--- src/rtl/qam_tx_pkg.sv ---
// qam_tx_pkg: state encoding and shared constants for the QAM transmit sequencer.
package qam_tx_pkg;
    localparam logic [1:0] S_IDLE  = 2'd0;
    localparam logic [1:0] S_FILL  = 2'd1;
    localparam logic [1:0] S_RUN   = 2'd2;
    localparam logic [1:0] S_DRAIN = 2'd3;
    localparam int UPS_MIN = 2;
endpackage

--- src/rtl/qam_phase_counter.sv ---
// qam_phase_counter: registered modulo-N upsampler phase with a wrap strobe.
module qam_phase_counter #(
    parameter int W = 4
) (
    input  logic         clk,
    input  logic         reset,
    input  logic         run,
    input  logic         strb,
    input  logic [W-1:0] n,
    output logic [W-1:0] phase,
    output logic         wrap,
    output logic         zero
);
    logic [W-1:0] phase_q, phase_d;
    logic         wrap_q, zero_q;

    // Phase restarts at 0 whenever the sequencer is entering or sitting in IDLE.
    always_comb phase_d = !run ? '0 : (phase_q >= n - W'(1)) ? '0 : phase_q + W'(1);

    always_ff @(posedge clk or negedge reset) begin
        if (!reset) begin
            phase_q <= '0;
            wrap_q  <= 1'b0;
            zero_q  <= 1'b0;
        end else begin
            phase_q <= phase_d;
            wrap_q  <= strb && (phase_d == '0);
            zero_q  <= phase_d != '0;
        end
    end

    assign phase = phase_q;
    assign wrap  = wrap_q;
    assign zero  = zero_q;
endmodule

--- src/rtl/qam_tx_sequencer.sv ---
// qam_tx_sequencer: IDLE/FILL/RUN/DRAIN control of the upsampler, FIR pair and CORDIC.
module qam_tx_sequencer import qam_tx_pkg::*; #(
    parameter int UPS_W   = 4,
    parameter int FILL_W  = 8,
    parameter int TIMEOUT = 64
) (
    input  logic             clk,
    input  logic             reset,
    input  logic             start,
    input  logic             stop,
    input  logic [UPS_W-1:0] cfg_ups_factor,
    input  logic [FILL_W-1:0] cfg_fill_len,
    input  logic             fir_valid_i,
    input  logic             fir_valid_q,
    input  logic             cordic_valid,
    output logic             sym_req,
    output logic [UPS_W-1:0] up_phase,
    output logic             up_zero,
    output logic             fir_en,
    output logic             cordic_en,
    output logic             tx_valid,
    output logic             busy,
    output logic [1:0]       state_o,
    output logic             err_timeout,
    output logic             err_desync
);
    localparam logic [31:0] FILL_MAX = (32'd1 << FILL_W) - 32'd1;

    logic [1:0]        rst_sync_q;
    logic [1:0]        state_q, state_d;
    logic [UPS_W-1:0]  ups_q, ups_d;
    logic [FILL_W-1:0] len_q, len_d, fill_q, fill_d, drain_q, drain_d, fill_inc;
    logic [31:0]       lim;
    logic              tmo_d, desync_d, desync_q, tmo_q, en_q, tx_valid_q;

    // Start is only accepted once the released reset has passed two flops.
    always_ff @(posedge clk or negedge reset) begin
        if (!reset) rst_sync_q <= '0;
        else        rst_sync_q <= {rst_sync_q[0], 1'b1};
    end

    always_comb begin
        state_d  = state_q;
        ups_d    = ups_q;
        len_d    = len_q;
        fill_d   = fill_q;
        drain_d  = drain_q;
        tmo_d    = 1'b0;
        desync_d = desync_q;
        fill_inc = (&fill_q) ? fill_q : fill_q + FILL_W'(1);
        lim      = (32'(len_q) + 32'(TIMEOUT) > FILL_MAX) ? FILL_MAX : 32'(len_q) + 32'(TIMEOUT);
        case (state_q)
            S_IDLE: if (start && rst_sync_q[1]) begin
                state_d  = S_FILL;
                ups_d    = (cfg_ups_factor < UPS_W'(UPS_MIN)) ? UPS_W'(UPS_MIN) : cfg_ups_factor;
                len_d    = cfg_fill_len;
                fill_d   = '0;
                drain_d  = '0;
                desync_d = 1'b0;
            end
            S_FILL: begin
                fill_d = fill_inc;
                if (stop) state_d = S_IDLE;
                else if (fir_valid_i && fir_valid_q && cordic_valid && fill_inc >= len_q) state_d = S_RUN;
                else if (32'(fill_inc) >= lim) begin
                    state_d = S_IDLE;
                    tmo_d   = 1'b1;
                end
            end
            S_RUN: if (stop) begin
                state_d = S_DRAIN;
                drain_d = len_q;
            end
            default: begin
                drain_d = (drain_q == '0) ? '0 : drain_q - FILL_W'(1);
                if (drain_q <= FILL_W'(1)) state_d = S_IDLE;
            end
        endcase
        if ((state_q == S_RUN || state_q == S_DRAIN) && fir_valid_i != fir_valid_q) desync_d = 1'b1;
    end

    always_ff @(posedge clk or negedge reset) begin
        if (!reset) begin
            state_q    <= S_IDLE;
            ups_q      <= UPS_W'(UPS_MIN);
            len_q      <= '0;
            fill_q     <= '0;
            drain_q    <= '0;
            tmo_q      <= 1'b0;
            desync_q   <= 1'b0;
            en_q       <= 1'b0;
            tx_valid_q <= 1'b0;
        end else begin
            state_q    <= state_d;
            ups_q      <= ups_d;
            len_q      <= len_d;
            fill_q     <= fill_d;
            drain_q    <= drain_d;
            tmo_q      <= tmo_d;
            desync_q   <= desync_d;
            en_q       <= state_d != S_IDLE;
            tx_valid_q <= state_d == S_RUN || state_d == S_DRAIN;
        end
    end

    qam_phase_counter #(.W(UPS_W)) u_phase (
        .clk   (clk),
        .reset (reset),
        .run   (state_q != S_IDLE && state_d != S_IDLE),
        .strb  (state_d == S_FILL || state_d == S_RUN),
        .n     (ups_q),
        .phase (up_phase),
        .wrap  (sym_req),
        .zero  (up_zero)
    );

    assign fir_en      = en_q;
    assign cordic_en   = en_q;
    assign busy        = en_q;
    assign tx_valid    = tx_valid_q;
    assign state_o     = state_q;
    assign err_timeout = tmo_q;
    assign err_desync  = desync_q;
endmodule
--- config.mk ---
export PLATFORM = sky130hd
export DESIGN_NAME = qam_tx_sequencer
export DESIGN_NICKNAME = d
export VERILOG_FILES = /design/src/rtl/qam_tx_pkg.sv /design/src/rtl/qam_phase_counter.sv /design/src/rtl/qam_tx_sequencer.sv
export SDC_FILE = /design/constraint.sdc
export NUM_CORES = 1
export LEC_CHECK = 0
export BUFFER_PORTS_ARGS = -buffer_cell sky130_fd_sc_hd__buf_2
export CAP_MARGIN = 20
export CORE_ASPECT_RATIO = 0.6
export CORE_UTILIZATION = 52
export DETAILED_ROUTE_END_ITERATION = 12
export PLACE_DENSITY_LB_ADDON = 0.05
export SKIP_CTS_REPAIR_TIMING = 1
export SLEW_MARGIN = 15
export SYNTH_ARGS = -nofsm -noshare
export SYNTH_HDL_FRONTEND = slang
export SYNTH_SLANG_ARGS = --single-unit
--- constraint.sdc ---
create_clock -name clk -period 3.5 [get_ports clk]
set_input_delay 0.7 -clock clk [delete_from_list [all_inputs] [get_ports clk]]
set_output_delay 0.7 -clock clk [all_outputs]
set_load 0.01 [all_outputs]
==> results.py <==
metrics = {
    "floorplan": {
        "placementRows": 19,
        "coreArea_mm2": 0.00473,
        "dieArea_mm2": 0.00539,
        "die_w_um": 94.1,
        "start_util": 0.560,
        "fp.dieH_um": 57.3,
        "io_pins": 33,
    },
    "grt": {
        "grt_pass1_vias": 2125,
        "grt_pass1_wl_um": 10800,
        "grt.overflow.total": 0,
        "antenna_found_initial": 0,
        "grt_max_degree": 43,
        "grtUsageTotal": 0.269,
    },
    "critical_path": {
        "crit_end": "u_phase.wrap",
        "r2r-end": "u_phase.wrap",
        "crit_start": "fill_q[7]",
        "slowest_stage": "dfrtp_1",
        "cp-start-kind": "flip-flop",
        "cp_max_fo": 8,
        "critPathCaptureType": "flip-flop",
        "cpMostUsedCell": "nor3_2",
        "rrSetupSlack_ps": 250,
        "r2r-start": "fill_q[7]",
        "reg2reg_depth": 13,
        "critPathKind": "flip-flop to flip-flop",
        "arrival_ps": 3430,
        "cp.required_ps": 3680,
        "critPathMaxStageDelay_ps": 540,
        "worstPathCellList": "nand4_1 -> xnor2_2 -> ha_1 -> nand2b_1 -> a2111oi_2 -> nor3_2 -> nor3_2 -> a32oi_1 -> ha_1 -> nor3_2 -> o21ai_1 -> a31oi_1 -> nor2_1",
    },
    "route": {
        "vias": 2294,
        "drtIter0Drc": 133,
        "ant_nets": 0,
        "route.detailed.drc": 0,
        "wirelength_um": 6440,
        "wire_per_inst_um": 16.2,
        "vias_per_cell": 5.78,
        "dr.pass1.iters": 5,
    },
    "clock_network": {
        "cts_made_buffers": 5,
        "clkSlewWorstSetupHoldPaths_ps": 70,
        "cts.sinks": 42,
        "clock_latency_ps": 290,
        "cts_tree": "yes",
        "htree_levels": 2,
        "root_buffer": "clkbuf_8",
        "clockBufferDepth": 2,
    },
    "timing": {
        "hold_viol": 0,
        "tightestPinTransition_ps": 934,
        "worst_clock_skew_ps": 5.79,
        "setup_viol": 0,
        "fin_crit_ps": 3250,
        "final_max_slew_viol_count": 0,
        "rsz0062_at_grt": "false",
        "finalCritPeriodShare": 0.929,
        "finalSetupTns_ps": 0,
        "max_slew_margin": 0.377,
        "holdWs_ps": 357,
        "max_freq_mhz": 307,
    },
    "finish": {
        "post-route-util": 0.653,
        "nNetsFinal": 382,
        "drive_gt1_frac": 0.228,
        "area_growth_pct": 16.7,
        "diodes": 0,
        "layout_common_cells": "dfrtp_1, buf_2, nand2_1",
        "layout_commonest_cell": "dfrtp_1",
        "final_area_mm2": 0.00309,
    },
    "synthesis": {
        "synth-edff-count": 0,
        "syn-cell-area_mm2": 0.00265,
        "synth-seq-cells": 42,
        "ys.flop_type": "dfrtp_1",
        "ys.warnings.count": 0,
        "syn_area_per_cell_um2": 9.04,
        "ys_types": 53,
        "yosysSeqAreaShare": 0.397,
        "syn_nets": 341,
        "synth_cells": 293,
        "async_flop_share": 1.00,
    },
    "place": {
        "detailed_place.area_mm2": 0.00291,
        "gp_congestion": 0.888,
        "io_buffers": 32,
        "dp_hpwl_um": 4770,
    },
    "power_and_ir_drop": {
        "cellLeakagePower_uw": 0.00149,
        "power.total_uw": 2310,
        "ir_drop_mv": 0.399,
        "power_density_mw_per_mm2": 747,
    },
    "min_path": {
        "hp-class": "flip-flop to flip-flop",
        "min-delay-start": "rst_sync_q[0]",
    },
    "job": {
        "maxCapViolCount": 0,
    },
    "status": {
        "status": "completed",
    },
}
==> power by group <==
group	total, uW	internal, uW	switching (uW)
Clock	293	137	156
Sequential	840	655	185
Combinational	1180	514	662
Total	2310	1310	1000
==> kinds of logic (layout without fill, tap and decap cells) <==
kind of cell | count (synthesis) | count (layout) | synth area share
multiplexers | 2 | 2 | 0.00851
AO/OA/AOI/OAI | 73 | 73 | 0.168
buffers and inverters | 28 | 69 | 0.0520
adder cells (fa/ha/maj) | 29 | 29 | 0.137
XOR/XNOR | 9 | 9 | 0.0298
AND/OR/NAND/NOR | 109 | 109 | 0.206
flip-flops | 42 | 42 | 0.397
other | 1 | 1 | 0.00142
==> layout make-up <==
cell class	instances	area, um^2
fill	431	1640
multi-input combinational	223	1550
sequential	42	1050
timing repair buffer	46	269
tap	63	78.8
clock buffer	7	76.3
inverter	16	60.1
==> worst min path at each step <==
stage	endpoint	slack [ps]	cells after the start
final	rst_sync_q[1]	360	0
after floorplan	rst_sync_q[1]	330	0
after CTS	rst_sync_q[1]	360	0
after detailed placement	rst_sync_q[1]	340	0
after global placement	rst_sync_q[1]	340	0
after global routing	rst_sync_q[1]	370	0
==> synthesized netlist by cell type, drive strengths merged, types with 2 or more instances <==
| cell type | n | area share |
|---|---|---|
| ha | 29 | 0.14 |
| a31oi | 2 | 0.0047 |
| o21ai | 28 | 0.053 |
| or2 | 2 | 0.0047 |
| nand2 | 31 | 0.044 |
| a32o | 2 | 0.0076 |
| a211oi | 4 | 0.011 |
| nor4 | 2 | 0.0047 |
| clkbuf | 7 | 0.014 |
| and3 | 3 | 0.0076 |
| or4 | 3 | 0.011 |
| o31ai | 2 | 0.0057 |
| o21a | 4 | 0.011 |
| nor3 | 9 | 0.017 |
| buf | 5 | 0.016 |
| xor2 | 3 | 0.0099 |
| nand3 | 13 | 0.025 |
| nand2b | 4 | 0.0095 |
| and4 | 2 | 0.0066 |
| nor3b | 2 | 0.0057 |
| inv | 16 | 0.023 |
| dfrtp | 41 | 0.39 |
| a21oi | 19 | 0.036 |
| o211ai | 2 | 0.0057 |
| mux2 | 2 | 0.0085 |
| nand4 | 2 | 0.0047 |
| xnor2 | 6 | 0.020 |
| nor2 | 27 | 0.038 |
| nor2b | 3 | 0.0071 |
==> sequential cells by signal, summed over array words and instances, names as in the netlist <==
signal,flops
u_phase.zero,1
u_phase.phase,4
ups_q,4
tx_valid,1
drain_q,8
busy,1
fill_q,8
err_desync,1
rst_sync_q,2
len_q,8
state_o,2
err_timeout,1
u_phase.wrap,1
==> per-layer routing <==
| metal | global-route usage | vias up | part of all wire |
|---|---|---|---|
| li1 | - | 1124 | - |
| met1 | 0.444 | 1082 | 0.52 |
| met2 | 0.358 | 81 | 0.39 |
| met3 | 0.0480 | 7 | 0.077 |
| met4 | 0.0593 | 0 | 0.0079 |
| met5 | 0 | - | 0 |
==> worst max-delay path, delay by kind of cell (launching register included) <==
kind	cells	cell delay (ps)
AO/OA/AOI/OAI	4	830
XOR/XNOR	1	260
adder cells (fa/ha/maj)	2	520
flip-flops	1	540
AND/OR/NAND/NOR	6	980
==> per-stage QoR <==
| stage | setup slack (ps) | instances |
|---|---|---|
| final | 248 | 397 |
| after detailed placement | 126 | 389 |
| after floorplan | 110 | 293 |
| after global placement | 184 | 389 |
| after global routing | 1.16 | 397 |
| after CTS | 91.4 | 396 |
Note: power is estimated with default switching activity, not from simulation.
